File: config.mk
export PLATFORM = sky130hd
export DESIGN_NAME = video_timing_generator
export DESIGN_NICKNAME = d
export VERILOG_FILES = /design/src/rtl/video_timing_generator.sv
export SDC_FILE = /design/constraint.sdc
export NUM_CORES = 1
export LEC_CHECK = 0
export ABC_AREA = 0
export CAP_MARGIN = 5
export CORE_MARGIN = 8
export CORE_UTILIZATION = 56
export CTS_CLUSTER_DIAMETER = 80
export DETAILED_ROUTE_END_ITERATION = 8
export PLACE_DENSITY = 0.82
export SLEW_MARGIN = 20
export SYNTH_ARGS = -nofsm -noshare
export SYNTH_HDL_FRONTEND = slang
export SYNTH_SLANG_ARGS = --single-unit
File: constraint.sdc
create_clock -name clk -period 3.75 [get_ports clk]
set_input_delay 0.375 -clock clk [delete_from_list [all_inputs] [get_ports clk]]
set_output_delay 0.375 -clock clk [all_outputs]
set_load 0.03 [all_outputs]
File: src/rtl/video_timing_generator.sv
// Raster timing generator: pixel/line counters with registered sync and blank flags.
// Ports: clk, reset_n, pix_en in; hpos, vpos, syncs, blanks, start pulses, frame_cnt out.
module video_timing_generator #(
  parameter int H_DISPLAY = 256,
  parameter int H_FRONT   = 7,
  parameter int H_SYNC    = 23,
  parameter int H_BACK    = 23,
  parameter int V_DISPLAY = 240,
  parameter int V_BOTTOM  = 14,
  parameter int V_SYNC    = 3,
  parameter int V_TOP     = 5,
  parameter bit HSYNC_POL = 1'b1,
  parameter bit VSYNC_POL = 1'b1,
  parameter int CW        = 9,
  parameter int FW        = 8
) (
  input  logic          clk,
  input  logic          reset_n,
  input  logic          pix_en,
  output logic [CW-1:0] hpos,
  output logic [CW-1:0] vpos,
  output logic          hsync,
  output logic          vsync,
  output logic          display_on,
  output logic          hblank,
  output logic          vblank,
  output logic          line_start,
  output logic          frame_start,
  output logic [FW-1:0] frame_cnt
);

  localparam int H_TOTAL = H_DISPLAY + H_FRONT + H_SYNC + H_BACK;
  localparam int V_TOTAL = V_DISPLAY + V_BOTTOM + V_SYNC + V_TOP;
  localparam int HS_BEG  = H_DISPLAY + H_FRONT;
  localparam int HS_END  = HS_BEG + H_SYNC - 1;
  localparam int VS_BEG  = V_DISPLAY + V_BOTTOM;
  localparam int VS_END  = VS_BEG + V_SYNC - 1;
  localparam int MAX_T   = (H_TOTAL > V_TOTAL) ? H_TOTAL : V_TOTAL;

  if ((64'd1 << CW) < 64'(MAX_T)) begin : g_bad_cw
    $error("CW too narrow for H_TOTAL/V_TOTAL");
  end
  if (H_DISPLAY == 0 || H_SYNC == 0 ||
      V_DISPLAY == 0 || V_SYNC == 0) begin : g_bad_len
    $error("display and sync lengths must be nonzero");
  end

  logic          h_last;
  logic          v_last;
  logic [CW-1:0] h_nxt;
  logic [CW-1:0] v_nxt;
  logic          hb_nxt;
  logic          vb_nxt;
  logic          hs_nxt;
  logic          vs_nxt;

  // Flags are derived from the next counter values so that the
  // registered flags line up with the registered counters.
  always_comb begin
    h_last = (hpos == CW'(H_TOTAL - 1));
    v_last = (vpos == CW'(V_TOTAL - 1));
    h_nxt  = h_last ? '0 : hpos + 1'b1;
    v_nxt  = vpos;
    if (h_last) begin
      v_nxt = v_last ? '0 : vpos + 1'b1;
    end
    hb_nxt = (h_nxt >= CW'(H_DISPLAY));
    vb_nxt = (v_nxt >= CW'(V_DISPLAY));
    hs_nxt = (h_nxt >= CW'(HS_BEG)) &&
             (h_nxt <= CW'(HS_END));
    vs_nxt = (v_nxt >= CW'(VS_BEG)) &&
             (v_nxt <= CW'(VS_END));
  end

  always_ff @(posedge clk or negedge reset_n) begin
    if (!reset_n) begin
      hpos        <= '0;
      vpos        <= '0;
      hsync       <= ~HSYNC_POL;
      vsync       <= ~VSYNC_POL;
      display_on  <= 1'b1;
      hblank      <= 1'b0;
      vblank      <= 1'b0;
      line_start  <= 1'b0;
      frame_start <= 1'b0;
      frame_cnt   <= '0;
    end else begin
      // Pulses last one clk even if pix_en stays low afterwards.
      line_start  <= 1'b0;
      frame_start <= 1'b0;
      if (pix_en) begin
        hpos        <= h_nxt;
        vpos        <= v_nxt;
        hsync       <= hs_nxt ? HSYNC_POL : ~HSYNC_POL;
        vsync       <= vs_nxt ? VSYNC_POL : ~VSYNC_POL;
        hblank      <= hb_nxt;
        vblank      <= vb_nxt;
        display_on  <= ~hb_nxt & ~vb_nxt;
        line_start  <= h_last;
        frame_start <= h_last & v_last;
        if (h_last && v_last) begin
          frame_cnt <= frame_cnt + 1'b1;
        end
      end
    end
  end

endmodule

==> results of run 1 <==
-- registers in the layout, summed over array words and instances (netlist names) --
name / flops
hpos: 9
vpos: 9
frame_cnt: 8
display_on: 1
frame_start: 1
hsync: 1
line_start: 1
vblank: 1
vsync: 1
-- through the flow --
stage                     power, uW  std cells
after floorplan                 627        206
after global placement          735        276
after detailed placement        739        276
after CTS                      1000        284
after global routing           1040        284
final                           994        284
-- power groups by stage --
| stage | Clock, uW | Sequential, uW | Combinational (uW) |
|---|---|---|---|
| 2_1_floorplan | 0 | 497 | 129 |
| 3_3_place_gp | 0 | 444 | 291 |
| 3_5_place_dp | 0 | 444 | 296 |
| 4_1_cts | 266 | 438 | 296 |
| 5_1_grt | 281 | 447 | 316 |
| 6_report | 261 | 439 | 294 |
-- cell usage after synthesis, types with 3 or more instances --
master,n
a21oi_1,6
and3_1,3
buf_2,6
clkbuf_1,3
dfrtp_1,31
ha_1,5
inv_1,11
nand2_1,19
nand3_1,13
nand4_1,6
nor2_1,19
nor3_1,5
o21ai_0,16
xnor2_1,12
xor2_1,7
-- cell type report --
cell class,count,area share (%)
multi-input cells,150,41.8
flip-flops and latches,32,34.7
repair buffers,37,15.8
well taps,46,2.49
clock inverters,3,1.84
inverters,11,1.79
clock buffers,5,1.62
-- metal layers --
metal | wire length, um | track usage (%) | vias to the layer above
met3 | 355 | 4.99 | 7
met1 | 1890 | 21.3 | 777
met5 | 0 | 0 | -
met4 | 41 | 5.99 | 0
li1 | - | - | 790
met2 | 1990 | 26.3 | 77
-- path summary, 6_finish.rpt --
path,startpoint,end,slack [ns]
max,hpos[0],vsync,1.29
max in group asynchronous,reset_n,display_on,3.01
max reg2reg,hpos[0],vsync,1.29
min,reset_n,hpos[7],0.42
min reg2reg,frame_cnt[7],frame_cnt[7],0.49
min in group clk,frame_cnt[7],frame_cnt[7],0.49
-- cell families (layout without fill, tap and decap cells) --
| kind of cell | count (synthesis) | count (layout) | share of synthesized area [%] |
|---|---|---|---|
| flip-flops | 32 | 32 | 42.5 |
| multiplexers | 2 | 2 | 1.13 |
| adder cells (fa/ha/maj) | 5 | 5 | 3.31 |
| AO/OA/AOI/OAI | 42 | 42 | 14.9 |
| AND/OR/NAND/NOR | 82 | 82 | 23.0 |
| buffers and inverters | 24 | 56 | 6.36 |
| XOR/XNOR | 19 | 19 | 8.81 |
-- cell usage in the layout (no fill, tap or decap), types with 2 or more instances in the layout --
| cell type | netlist | final |
|---|---|---|
| nand2_1 | 19 | 19 |
| nor3_1 | 5 | 5 |
| dfrtp_1 | 31 | 31 |
| a21boi_0 | 2 | 2 |
| ha_1 | 5 | 5 |
| nand2b_1 | 2 | 2 |
| buf_4 | 2 | 2 |
| o21ai_0 | 16 | 16 |
| inv_1 | 11 | 11 |
| xnor2_1 | 12 | 12 |
| nand3_1 | 13 | 13 |
| nor2_1 | 19 | 19 |
| nor4_1 | 2 | 2 |
| and3_1 | 3 | 3 |
| clkdlybuf4s50_1 | 0 | 35 |
| nor4b_1 | 2 | 2 |
| a21oi_1 | 6 | 6 |
| clkbuf_4 | 0 | 5 |
| o41ai_1 | 2 | 2 |
| a21o_1 | 2 | 2 |
| or3_1 | 2 | 2 |
| nand4_1 | 6 | 6 |
| xor2_1 | 7 | 7 |
==> results.toml, run 1 <==
[power]
intPower_uw = 642
powerDensity_nw_per_um2 = 430
power_frac_comb_pct = 29.6
vdd_ir_drop_max_mv = 0.363
seqPwrFrac_pct = 44.1
switching_share_pct = 35.4
p_leak_uw = 0.000972
clockPowerShare_pct = 26.3
net-switching-power_uw = 352

[synthesis]
yosysTopAreaCell = "dfrtp_1"
yosysWarnings = 0
ys_async_sr_fraction_pct = 100
synth_fp_nets = 214
synth_edf_count = 0
yosysTopAreaCellShare_pct = 41.1
synth_ff_type = "dfrtp_1"
syn_area_um2 = 1890
synth_area_per_cell_um2 = 9.17
synth_area_leaders = "dfrtp_1 (41%), xnor2_1 (5.6%), o21ai_0 (4.2%)"
netlist_instances = 206
ys_seq_area_share_pct = 42.5
synth.distinct_cells = 50
synth-seq-cells = 32

[placement]
gp_congestion = 0.901
placed_area_um2 = 2230
io_buffers = 35
dp_hpwl_um = 3080
place_ws_ns = 1.33

[global_routing]
grt_use_total_pct = 16.8
antenna_found_initial = 0
grt_pass1_wl_um = 7130
grt.overflow.total = 0
grt_pass1_vias = 1560
grt_max_degree = 33

[routing]
drcViolationCount = 0
ant_nets = 0
vias = 1651
firstDrtPassIters = 6
vias_per_cell = 5.81
wl_um = 4280
wl_per_cell_um = 15.1
drt_iter0_markers = 202

[critical_path]
cp-end-kind = "flop"
crit_buf_inv = 1
start_kind = "flop"
path_cells = "inv_1 -> ha_1 -> and4b_1 -> nand2_2 -> nor4_1 -> a21oi_1 -> or4_4 -> o221ai_2"
path_depth = 8
arrival_ns = 2.72
critical_path_class = "reg2reg"
slowest_stage = "or4_4"
critical_path.top_delay_family = "simple AND/OR/NAND/NOR gates"
worstPathMaxFanout = 13
reg2reg_depth = 8
critPathMaxStageDelay_ns = 0.56
critical_path_required_ns = 4.01

[floorplan]
die_h_um = 74.1
initial_core_util_pct = 57.5
die_w_um = 74.1
die-area_um2 = 5490
num_rows = 21
ios = 36
coreArea_um2 = 3280

[sta]
finalWorstSetupSlack_ns = 1.29
final_max_slew_viol_count = 0
clock_skew_ns = 0.00395
rsz0062_at_grt = "no"
finalSetupViolCount = 0
worst_pin_slew_ns = 0.492
fin_crit_sh_pct = 65.7
slew_headroom_pct = 67.1
fin_tns_setup_ns = 0
period_needed_ns = 2.46
max_clock_freq_mhz = 406
hold_viol = 0
holdWs_ns = 0.417

[flow_run]
maxCapViolations = 0

[final_layout]
nFillCells = 275
multiInputGateArea_um2 = 966
area_delta_synth_final_pct = 22.5
nets = 245
diodes = 0
final_util_pct = 70.4
final-seq-area_um2 = 802
finalInstanceArea_um2 = 2310
drive_gt1_share_pct = 7.98

[run_status]
status = "complete, no violations"

[clocking]
numCtsBuffers = 5
clock-sinks = 32
clk_pin_slew_ns = 0.10
cts_tree = "yes"
cts_resized = 0
cts.htree.levels = 2
post_cts_buffers = 0
clockBufferDepth = 2
clk_latency_ns = 0.33
hold_buffers = 0
root_buffer = "clkbuf_4"

[min_path]
hp-class = "in2async"
(Power assumes the default switching activity.)
==> inputs of run 2 (changes only) <==
--- a/config.mk
+++ b/config.mk
@@ -8,10 +8,10 @@
 export ABC_AREA = 0
 export CAP_MARGIN = 5
 export CORE_MARGIN = 8
-export CORE_UTILIZATION = 56
+export CORE_UTILIZATION = 47
 export CTS_CLUSTER_DIAMETER = 80
 export DETAILED_ROUTE_END_ITERATION = 8
-export PLACE_DENSITY = 0.82
+export PLACE_DENSITY = 0.73
 export SLEW_MARGIN = 20
 export SYNTH_ARGS = -nofsm -noshare
 export SYNTH_HDL_FRONTEND = slang
==> constraint.sdc (replaced) <==
create_clock -name clk -period 2 [get_ports clk]
set_input_delay 0.2 -clock clk [delete_from_list [all_inputs] [get_ports clk]]
set_output_delay 0.2 -clock clk [all_outputs]
set_load 0.03 [all_outputs]
==> run 2 against run 1 <==
Against the previous run: the flow now finishes with violations (negative setup slack); sequential power is 78% higher; die area is 15% higher; worst setup slack worse by 1.3 ns; wire length is 16% higher; design area is 20% higher; hold slack worse by 0.11 ns; count of clock-buffer cells in the layout is 3 higher; combinational power grew to 2.5 times the previous value; via count is 7.3% higher; critical path depth is 1 higher; register-to-register slack worse by 1.3 ns; clock power is 110% higher; critical endpoint unchanged; largest cell class unchanged.
==> results.toml, run 2 (synthesis gave the netlist of run 1 again) <==
[flow_run]
maxCapViolations = 0

[critical_path]
critical_path.top_delay_family = "simple AND/OR/NAND/NOR gates"
critical_path_class = "reg2reg"
critical_path_required_ns = 2.20
crit_start = "hpos[0]"
slowest_stage = "dfrtp_2"
critPathMaxStageDelay_ns = 0.41
r2r-start = "hpos[0]"
start_kind = "flop"
worstPathMaxFanout = 3
crit_buf_inv = 2
ff2ff_setup_slack_ns = -0.01
path_cells = "inv_2 -> ha_4 -> nand4b_1 -> buf_4 -> nor4_4 -> xnor2_2 -> a2111oi_2 -> nand4_1 -> o221ai_2"
cp-end-kind = "flop"
arrival_ns = 2.22

[routing]
ant_nets = 0
vias_per_cell = 5.40
wl_um = 4960
drt_iter0_markers = 50
vias = 1771
drcViolationCount = 0
wl_per_cell_um = 15.1
firstDrtPassIters = 4

[final_layout]
top_regs = "hpos x9, vpos x9, frame_cnt x8"
nFillCells = 318
diodes = 0
mostFrequentLayoutCells = "buf_4 (41), clkdlybuf4s50_1 (35), dfrtp_1 (23)"
area_delta_synth_final_pct = 47.0
nets = 285
final_common_cell = "buf_4"
drive_gt1_share_pct = 30.2

[floorplan]
coreArea_um2 = 3940
num_rows = 23
die-area_um2 = 6300
ios = 36
initial_core_util_pct = 47.9
die_h_um = 79.4
die_w_um = 79.4

[power]
p_leak_uw = 0.00123
powerDensity_nw_per_um2 = 745
vdd_ir_drop_max_mv = 0.546
finalPower_uw = 2070

[placement]
gp_congestion = 0.895
dp_hpwl_um = 3810
io_buffers = 35

[run_status]
violations = "negative setup slack"
status = "finished with violations"

[sta]
rsz0062_at_grt = "yes"
max_clock_freq_mhz = 496
fin_crit_sh_pct = 101
finalSetupViolCount = 2
finalWorstSetupSlack_ns = -0.0142
slew_headroom_pct = 73.4
worst_pin_slew_ns = 0.400
clock_skew_ns = 0.0108
fin_tns_setup_ns = -0.0227
final_max_slew_viol_count = 0
period_needed_ns = 2.01
hold_viol = 0

[global_routing]
antenna_found_initial = 0
grt_use_total_pct = 16.8
grt_max_degree = 33
grt.overflow.total = 0
grt_pass1_wl_um = 8530
grt_pass1_vias = 1749

[clocking]
root_buffer = "clkbuf_8"
hold_buffers = 0
clock-sinks = 32
clk_latency_ns = 0.29
numCtsBuffers = 5
clk_pin_slew_ns = 0.07
cts_tree = "yes"
cts.htree.levels = 2
clockBufferDepth = 2

[min_path]
hp-class = "in2async"
## run 2: changes by cell type in the layout (fill, tap and decap cells not counted), moves of 3 or more
cell	change
dfrtp_2	+8
nor2_4	+3
clkbuf_8	+7
clkbuf_4	-5
dfrtp_1	-8
nor2_1	-4
buf_4	+39
## run 2: timing repair
item / CTS / global route
gates resized for setup: 7 / 19
pin swaps: 4 / 9
setup endpoints to repair: 3 / 6
setup buffers: 0 / 2
## run 2: report_power, final
group	leakage, uW	switching (uW)	internal, uW
sequential	0.000401	64.2	718
combinational	0.000779	416	328
clock	0.0000515	226	314
## run 2: area by class of cell
class	count	area, um2	area share (%)
Multi-Input combinational cell	150	1090	39.3
Sequential cell	32	812	29.3
Timing Repair Buffer	77	669	24.1
Clock buffer	8	100	3.61
Tap cell	50	62.6	2.25
Inverter	11	41.3	1.49
## run 2: final timing paths
path | cells after the start | endpoint
min in group clk | 1 | frame_cnt[7]
hold / removal | 2 | hpos[3]
setup reg to reg | 9 | vsync
hold reg to reg | 1 | frame_cnt[7]
setup / recovery | 9 | vsync
max in group asynchronous | 2 | display_on
## run 2: per-layer routing
metal	routed length [um]	share of wire, %	track usage (%)	vias to the layer above
li1	-	-	-	871
met5	0	0	0	-
met2	2400	48	27.6	41
met3	275	5.5	4.73	7
met4	63	1.3	4.81	0
met1	2220	45	21.0	852
## run 2: through the flow
step           utilization, %  hold slack (ns)  setup slack, ns  cell area (um2)  instances
4_1_cts                  67.7            0.317         -0.00370             2670        326
2_1_floorplan               -          -0.0956          -0.0929             1920        206
3_5_place_dp             64.5            0.459          -0.0336             2540        318
6_report                 70.4            0.306          -0.0142             2780        328
3_3_place_gp             64.5            0.458           0.0198             2540        318
5_1_grt                  70.4            0.356           -0.108             2780        328
## run 2: worst reg2reg max path, delay by kind of cell, from the launching register on
family / cells / cell delay [ns]
compound gates: 2 / 0.37
xor+xnor: 1 / 0.13
fa+ha+maj: 1 / 0.13
buf+inv: 2 / 0.28
flops: 1 / 0.41
simple gates: 3 / 0.61
